`src/rtl/jk_mod_counter_pkg.sv`:
```
// Shared constants, next-state selector encoding and the JK excitation helper
// for the modulo-N counter built from JK stages.
package jk_mod_counter_pkg;

  localparam logic DIR_UP          = 1'b1;
  localparam logic DIR_DOWN        = 1'b0;
  localparam int   DEFAULT_WIDTH   = 4;
  localparam int   DEFAULT_MODULUS = 10;

  typedef enum logic [1:0] {
    NS_HOLD = 2'd0,
    NS_LOAD = 2'd1,
    NS_INC  = 2'd2,
    NS_DEC  = 2'd3
  } ns_sel_e;

  // Returns {J, K} that moves a stage from q to nxt; never produces J=K=1.
  function automatic logic [1:0] jk_excite(input logic nxt, input logic q);
    return {nxt & ~q, ~nxt & q};
  endfunction

endpackage

```
`src/rtl/jk_mod_counter_jk_stage.sv`:
```
// Single JK flip-flop storage stage: hold, reset, set, toggle; async active-low clear.
module jk_stage (
  input  logic clk2,
  input  logic a_reset,
  input  logic J,
  input  logic K,
  output logic Q
);

  logic r_q;

  // JK state register
  always_ff @(posedge clk2 or negedge a_reset) begin
    if (!a_reset) begin
      r_q <= 1'b0;
    end else begin
      case ({J, K})
        2'b00:   r_q <= r_q;
        2'b01:   r_q <= 1'b0;
        2'b10:   r_q <= 1'b1;
        2'b11:   r_q <= ~r_q;
        default: r_q <= r_q;
      endcase
    end
  end

  assign Q = r_q;

endmodule

```
`src/rtl/jk_mod_counter.sv`:
```
// Modulo-N up/down counter: synchronized, edge-detected step input advances a
// count held in JK stages; provides terminal-count and a registered wrap pulse.
module jk_mod_counter
  import jk_mod_counter_pkg::*;
#(
  parameter int WIDTH   = DEFAULT_WIDTH,
  parameter int MODULUS = DEFAULT_MODULUS
) (
  input  logic             clk2,
  input  logic             a_reset,
  input  logic             step,
  input  logic             en,
  input  logic             up,
  input  logic             load,
  input  logic [WIDTH-1:0] load_val,
  output logic [WIDTH-1:0] count,
  output logic             tc,
  output logic             wrap
);

  localparam logic [WIDTH-1:0] MAX_VAL = WIDTH'(MODULUS - 1);
  localparam logic [WIDTH:0]   MOD_EXT = (WIDTH + 1)'(MODULUS);
  localparam logic [WIDTH-1:0] ZERO    = {WIDTH{1'b0}};
  localparam logic [WIDTH-1:0] ONE     = WIDTH'(1);

  logic             r_sync1;
  logic             r_sync2;
  logic             r_prev;
  logic             r_wrap;
  logic             w_tick;
  ns_sel_e          w_sel;
  logic [WIDTH-1:0] w_next;
  logic             w_wrap_next;
  logic [WIDTH-1:0] w_q;
  logic [WIDTH-1:0] w_j;
  logic [WIDTH-1:0] w_k;

  // Two-flop synchronizer, edge history and wrap pulse register
  always_ff @(posedge clk2 or negedge a_reset) begin
    if (!a_reset) begin
      r_sync1 <= 1'b0;
      r_sync2 <= 1'b0;
      r_prev  <= 1'b0;
      r_wrap  <= 1'b0;
    end else begin
      r_sync1 <= step;
      r_sync2 <= r_sync1;
      r_prev  <= r_sync2;
      r_wrap  <= w_wrap_next;
    end
  end

  assign w_tick = r_sync2 & ~r_prev;

  // Next-state source selection; load overrides and swallows a same-cycle tick
  always_comb begin
    w_sel = NS_HOLD;
    if (load) begin
      w_sel = NS_LOAD;
    end else if (w_tick && en) begin
      w_sel = (up == DIR_UP) ? NS_INC : NS_DEC;
    end else begin
      w_sel = NS_HOLD;
    end
  end

  // Next count value and wrap detection
  always_comb begin
    w_next      = w_q;
    w_wrap_next = 1'b0;
    case (w_sel)
      NS_LOAD: begin
        w_next = ({1'b0, load_val} < MOD_EXT) ? load_val : ZERO;
      end
      NS_INC: begin
        if (w_q == MAX_VAL) begin
          w_next      = ZERO;
          w_wrap_next = 1'b1;
        end else begin
          w_next = w_q + ONE;
        end
      end
      NS_DEC: begin
        if (w_q == ZERO) begin
          w_next      = MAX_VAL;
          w_wrap_next = 1'b1;
        end else begin
          w_next = w_q - ONE;
        end
      end
      default: begin
        w_next      = w_q;
        w_wrap_next = 1'b0;
      end
    endcase
  end

  for (genvar g = 0; g < WIDTH; g++) begin : g_stage
    assign {w_j[g], w_k[g]} = jk_excite(w_next[g], w_q[g]);

    jk_stage u_stage (
      .clk2    (clk2),
      .a_reset (a_reset),
      .J       (w_j[g]),
      .K       (w_k[g]),
      .Q       (w_q[g])
    );
  end

  assign count = w_q;
  assign wrap  = r_wrap;
  assign tc    = (up == DIR_UP) ? (w_q == MAX_VAL) : (w_q == ZERO);

endmodule

```
`config.mk`:
```
export PLATFORM = sky130hd
export DESIGN_NAME = jk_mod_counter
export DESIGN_NICKNAME = d
export VERILOG_FILES = /design/src/rtl/jk_mod_counter_pkg.sv /design/src/rtl/jk_mod_counter_jk_stage.sv /design/src/rtl/jk_mod_counter.sv
export SDC_FILE = /design/constraint.sdc
export NUM_CORES = 1
export LEC_CHECK = 0
export CAP_MARGIN = 20
export CORE_AREA = 2 2 39 41
export CTS_BUF_LIST = sky130_fd_sc_hd__clkbuf_8
export DETAILED_ROUTE_END_ITERATION = 10
export DIE_AREA = 0 0 41 43
export GPL_ROUTABILITY_DRIVEN = 0
export MAX_ROUTING_LAYER = met4
export PLACE_DENSITY = 0.78
export SYNTH_ARGS = -nofsm -noshare
export SYNTH_HDL_FRONTEND = slang
export SYNTH_SLANG_ARGS = --single-unit
```
`constraint.sdc`:
```
create_clock -name clk2 -period 2.5 [get_ports clk2]
set_clock_uncertainty 0.05 [all_clocks]
set_input_delay 0.5 -clock clk2 [delete_from_list [all_inputs] [get_ports clk2]]
set_output_delay 0.5 -clock clk2 [all_outputs]
set_load 0.02 [all_outputs]
```
; Word-level counts from Yosys, hierarchy flattened
; Cells that the tools add are included.
; W data, S select, Z words.
[totals]
reg_bits = 8
inputBits = 10
output_inout_bits = 6
elab_cells = 66
[classes]
add_sub_neg = 2
magnitude_cmp = 1
n_eq_ne = 16
n_mux = 15
bitwise_logic = 18
n_reduce_logical = 6
[ops]
columns = cell, count
row1 = $eq A2 B2 Y1 const B, 10
row2 = $mux W4, 3
row3 = $pmux W1 S3, 4
row4 = $pmux W4 S3, 1
row5 = $eq A2 B1 Y1 const B, 5
row6 = $and A1 B1 Y1, 9
row7 = $not A1 Y1, 9
row8 = $logic_not A2 Y1, 4
row9 = $add A4 B1 Y4 const B, 1
row10 = $eq A4 B4 Y1 const B, 1
row11 = $logic_not A4 Y1, 1
row12 = $lt A4 B4 Y1 const B, 1
row13 = $mux W1, 4
row14 = $mux W2, 2
row15 = $sub A4 B1 Y4 const B, 1
row16 = $pmux W1 S2, 1
row17 = $logic_and A1 B1 Y1, 1

; Logic depth before layout (Yosys ltp)
[depth]
depth_word = 11
depth_mapped = 8
ltp_nobuf = 8

; Cells and area by module
; Synthesis repeated with hierarchy kept, for this count alone.
[hier_totals]
cells_unflattened = 80
hier_area_um2 = 693.2
[by_module_without_submodules]
columns = module, n_inst, cells_each, area_each_um2, seq_area_each_um2
row1 = jk_mod_counter, 1, 68, 558.0, 100.1
row2 = jk_stage, 4, 3, 33.8, 25.0

; Least setup slack after synthesis
; Ideal clock, no wire load.
[synth_timing]
path_kind = reg-to-reg
start = register g_stage[1].u_stage.r_q
end = register g_stage[1].u_stage.r_q
setup_ns = 0.125
arrival_time_ns = 1.847
required_time_ns = 2.325
path_slack_ns = 0.478
stages_incl_launch_ff = 9
path_buffers = 0
period_less_slack_ns = 2.022
cell_sequence = dfrtp_1 > inv_1 > ha_1 > and3b_2 > nand3b_1 > o311ai_1 > a32o_1 > ha_1 > mux2_2
[synth_via]
elab_chain_cells = 7
elab_cells_between_ends = 16
classes_between = 2 x add/sub / 4 x eq/ne / 4 x mux / 4 x bitwise / 2 x reduce/logical
[synth_rtl]
columns = element, line
row1 = from (decl), jk_mod_counter_jk_stage.sv:10  ; logic r_q;
row2 = from (signal assigned), jk_mod_counter_jk_stage.sv:18  ; 2'b00: r_q <= r_q;
row3 = from (signal assigned), jk_mod_counter_jk_stage.sv:21  ; 2'b11: r_q <= ~r_q;
row4 = from (signal assigned), jk_mod_counter_jk_stage.sv:22  ; default: r_q <= r_q;
row5 = "$sub A4 B1 Y4, or another cell as far along", jk_mod_counter.sv:88  ; w_next = w_q - ONE;
row6 = $mux W4 (on tied branches), "jk_mod_counter.sv:84, jk_mod_counter.sv:76"
row7 = $pmux W4 S3, jk_mod_counter.sv:71  ; case (w_sel)
row8 = $not A1 Y1, jk_mod_counter_pkg.sv:19  ; return {nxt & ~q, ~nxt & q};
row9 = $and A1 B1 Y1, jk_mod_counter_pkg.sv:19
row10 = $eq A2 B2 Y1 or $eq A2 B1 Y1 (tied branches), jk_mod_counter_jk_stage.sv:17  ; case ({J, K})
row11 = $pmux W1 S3, jk_mod_counter_jk_stage.sv:17
; Several ways; a longest one is shown, not always the timed one.
; A chain may end at the register's enable or synchronous reset.

; Worst setup path in the final report
[layout_timing]
start = register g_stage[1].u_stage.r_q
end = output port tc
[layout_via]
elab_chain_cells = 2
elab_cells_between_ends = 3
classes_between = 1 x eq/ne / 1 x mux / 1 x reduce/logical
[layout_rtl]
columns = element, line
row1 = $eq A4 B4 Y1 or $logic_not A4 Y1 (tied branches), jk_mod_counter.sv:112  ; assign tc = (up == DIR_UP) ? (w_q == MAX_VAL) : (w_q == ZERO);
row2 = $mux W1 *, jk_mod_counter.sv:112
row3 = to (decl), jk_mod_counter.sv:17  ; output logic tc,
; Every way passes the cells marked *; elsewhere a longest branch is shown, timed or not.

==> reports/metrics.yaml <==
routed_len_inst_um: 13.01
grt_antenna_before_repair: 0
insertedDiodeCount: 0
fin_util_pct: 60.67
remaining_drc_errors: 0
synth_largest_type_area_fraction_pct: 31.62
rows: 14
crit_fanout: 5
critical_path.startpoint_type: "register"
syn_avg_cell_area_sq_um: 9.740
fillCellCount: 122
drt.antenna.violating_nets: 0
synth-seq-cells: 8
drt-total-wl_um: 1275
pin_count_of_the_biggest_net_entering_global_routing: 12
place_worst_setup_slack_ps: -55.82
fmax_mhz: 442.0
die_outline_width_um: 41
hpwlAfterDp_um: 1059
portBuffers: 15
cts_inserted_buffers: 3
grt_setup_unrepaired: "false"
initialDrtViolationCount: 12
wl_met2_um: 617
final_cell_area_sq_um: 839.6
critical_path.endpoint_type: "primary output"
wl_met1_um: 557
cts.reportedPaths.clkPinSlew_ps: 40
synth_fp_nets: 82
min_path_type: "reg2reg"
worst_ep_required_time_ps: 1950
drv_slew: 0
synth_area_leaders: "dfrtp_1, ha_1, mux2_2"
maxCapViolCount: 0
path_class: "reg2out"
irDropWorstVdd_uv: 489.8
drt-pass1-iter-count: 4
yosysTopAreaCell: "dfrtp_1"
power_per_cell_area_nw_per_um2: 822.8
netlist-cell-type-count: 31
ys_warn_count: 0
post_cts.repair.setup_buffers: 0
highest-signal-layer: "met4"
cp.arrival_ps: 1710
worstMarginPinSlew_ps: 363.7
detailed_place.area_sq_um: 799.5
finalPower_mw: 0.6908
cts_num_sinks: 8
io_pins: 16
fp.dieArea_sq_um: 1763
root_buffer: "clkbuf_8"
area.growth.synth_to_final_pct: 32.61
maxSlewHeadroom_pct: 75.68
share_of_final_layout_standard_cells_stronger_than_drive_strength_1_pct: 20.73
die_h_um: 43
routed-via-count: 565
min_setup_slack_post_route_ps: 237.4
detailroute.wirelength.met3_um: 77
cts_tree: "yes"
final-setup-viol-count: 0
leakage_power_of_the_design_nw: 0.3695
mostFrequentLayoutCell: "clkdlybuf4s50_1"
max-clock-path-buffers: 2
finalHoldWorstSlack_ps: 301.9
start_util_pct: 45.75
part_of_the_yosys_area_used_for_sequential_elements_pct: 31.62
syn_area_sq_um: 633.1
timing.final.crit_period_ps: 2263
clock_latency_ps: 220
detail_route.vias_per_cell: 5.765
mostFrequentLayoutCells: "clkdlybuf4s50_1, dfrtp_1, ha_1"
ctsHtreeMaxLevel: 1
grt_pass1_vias: 473
hold_violations: 0
outcome: "finished, final reports clean"
grt_overflow: 0
nets: 101
grt_first_pass_wirelength_um: 2070
min_period_over_period_pct: 90.50
coreArea_sq_um: 1384
grt_usage_pct: 17.97
cells_after_synthesis: 65
-- routing by layer --
layer  global-route usage, %  vias to the layer above
met1                   24.66                      260
met3                   1.571                        3
met5                       -                        -
met2                   25.31                       24
met4                   10.00                        0
li1                        -                      278
-- final timing paths --
| path | start | endpoint | slack (ps) | cells after the start |
|---|---|---|---|---|
| worst max register to register | g_stage[1].u_stage.Q$_DFFE_PN0P_ | g_stage[0].u_stage.Q$_DFFE_PN0P_ | 340 | 8 |
| worst max-delay path | g_stage[1].u_stage.Q$_DFFE_PN0P_ | tc | 240 | 5 |
| worst min-delay path | r_sync1$_DFF_PN0_ | r_sync2$_DFF_PN0_ | 300 | 0 |
| max in group asynchronous | a_reset | wrap$_DFF_PN0_ | 1670 | 1 |
| worst min register to register | r_sync1$_DFF_PN0_ | r_sync2$_DFF_PN0_ | 300 | 0 |
| min in group asynchronous | a_reset | g_stage[0].u_stage.Q$_DFFE_PN0P_ | 490 | 1 |
-- repair_timing --
action,4_1_cts,5_1_grt
setup endpoints to repair,1,0
gates resized for setup,1,0
hold buffers,0,0
-- kinds of logic after synthesis --
family                     synth area share [%]
AOI/OAI and AO/OA                         21.94
and+or+nand+nor                           17.19
buffers and inverters                     8.300
DFF                                       31.62
adders and majority gates                 13.83
muxes                                     7.114
-- critical path, stage by stage (launching register included) --
cell	delay (ps)
dfrtp_1	360
inv_1	140
ha_1	290
nand2b_4	80
o31ai_1	240
dlygate4sd2_1	370
-- per-stage QoR --
stage,TNS [ps],instances
2_1_floorplan,0,65
3_3_place_gp,-32.89,95
3_5_place_dp,-55.82,95
4_1_cts,0,98
5_1_grt,0,98
6_report,0,98
-- layout make-up --
| type | count | area [sq um] | share of cell area [%] |
|---|---|---|---|
| inverter | 5 | 18.77 | 2.235 |
| clock buffer | 3 | 41.29 | 4.918 |
| tap | 16 | 20.02 | 2.385 |
| sequential | 8 | 200.2 | 23.85 |
| multi-input combinational | 47 | 380.4 | 45.31 |
| timing repair buffer | 19 | 178.9 | 21.31 |
-- where the power goes --
group,internal (mW),switching (mW)
Clock,0.104,0.0431
Sequential,0.155,0.0269
Combinational,0.185,0.177
-- sequential cells by signal (all words and copies together), names as in the netlist --
| signal | cells |
|---|---|
| r_sync1 | 1 |
| g_stage.u_stage.Q | 4 |
| r_sync2 | 1 |
| r_prev | 1 |
| wrap | 1 |
-- cells in the mapped netlist --
| cell type | count |
|---|---|
| a211oi_1 | 2 |
| a21oi_1 | 4 |
| a2bb2oi_1 | 1 |
| a31oi_1 | 1 |
| a32o_1 | 1 |
| a41oi_1 | 1 |
| and3_2 | 1 |
| and3_4 | 1 |
| and3b_1 | 1 |
| and3b_2 | 1 |
| buf_4 | 4 |
| clkbuf_1 | 1 |
| dfrtp_1 | 8 |
| ha_1 | 7 |
| inv_1 | 3 |
| inv_2 | 2 |
| mux2_2 | 4 |
| nand2_1 | 2 |
| nand2b_4 | 1 |
| nand3_1 | 1 |
| nand3b_1 | 2 |
| nor2_1 | 4 |
| nor3b_1 | 2 |
| o211ai_1 | 1 |
| o21ai_0 | 3 |
| o21bai_1 | 1 |
| o22ai_1 | 1 |
| o311ai_0 | 1 |
| o311ai_1 | 1 |
| o31ai_1 | 1 |
| o32ai_1 | 1 |
Note: power is estimated with default switching activity, not from simulation.
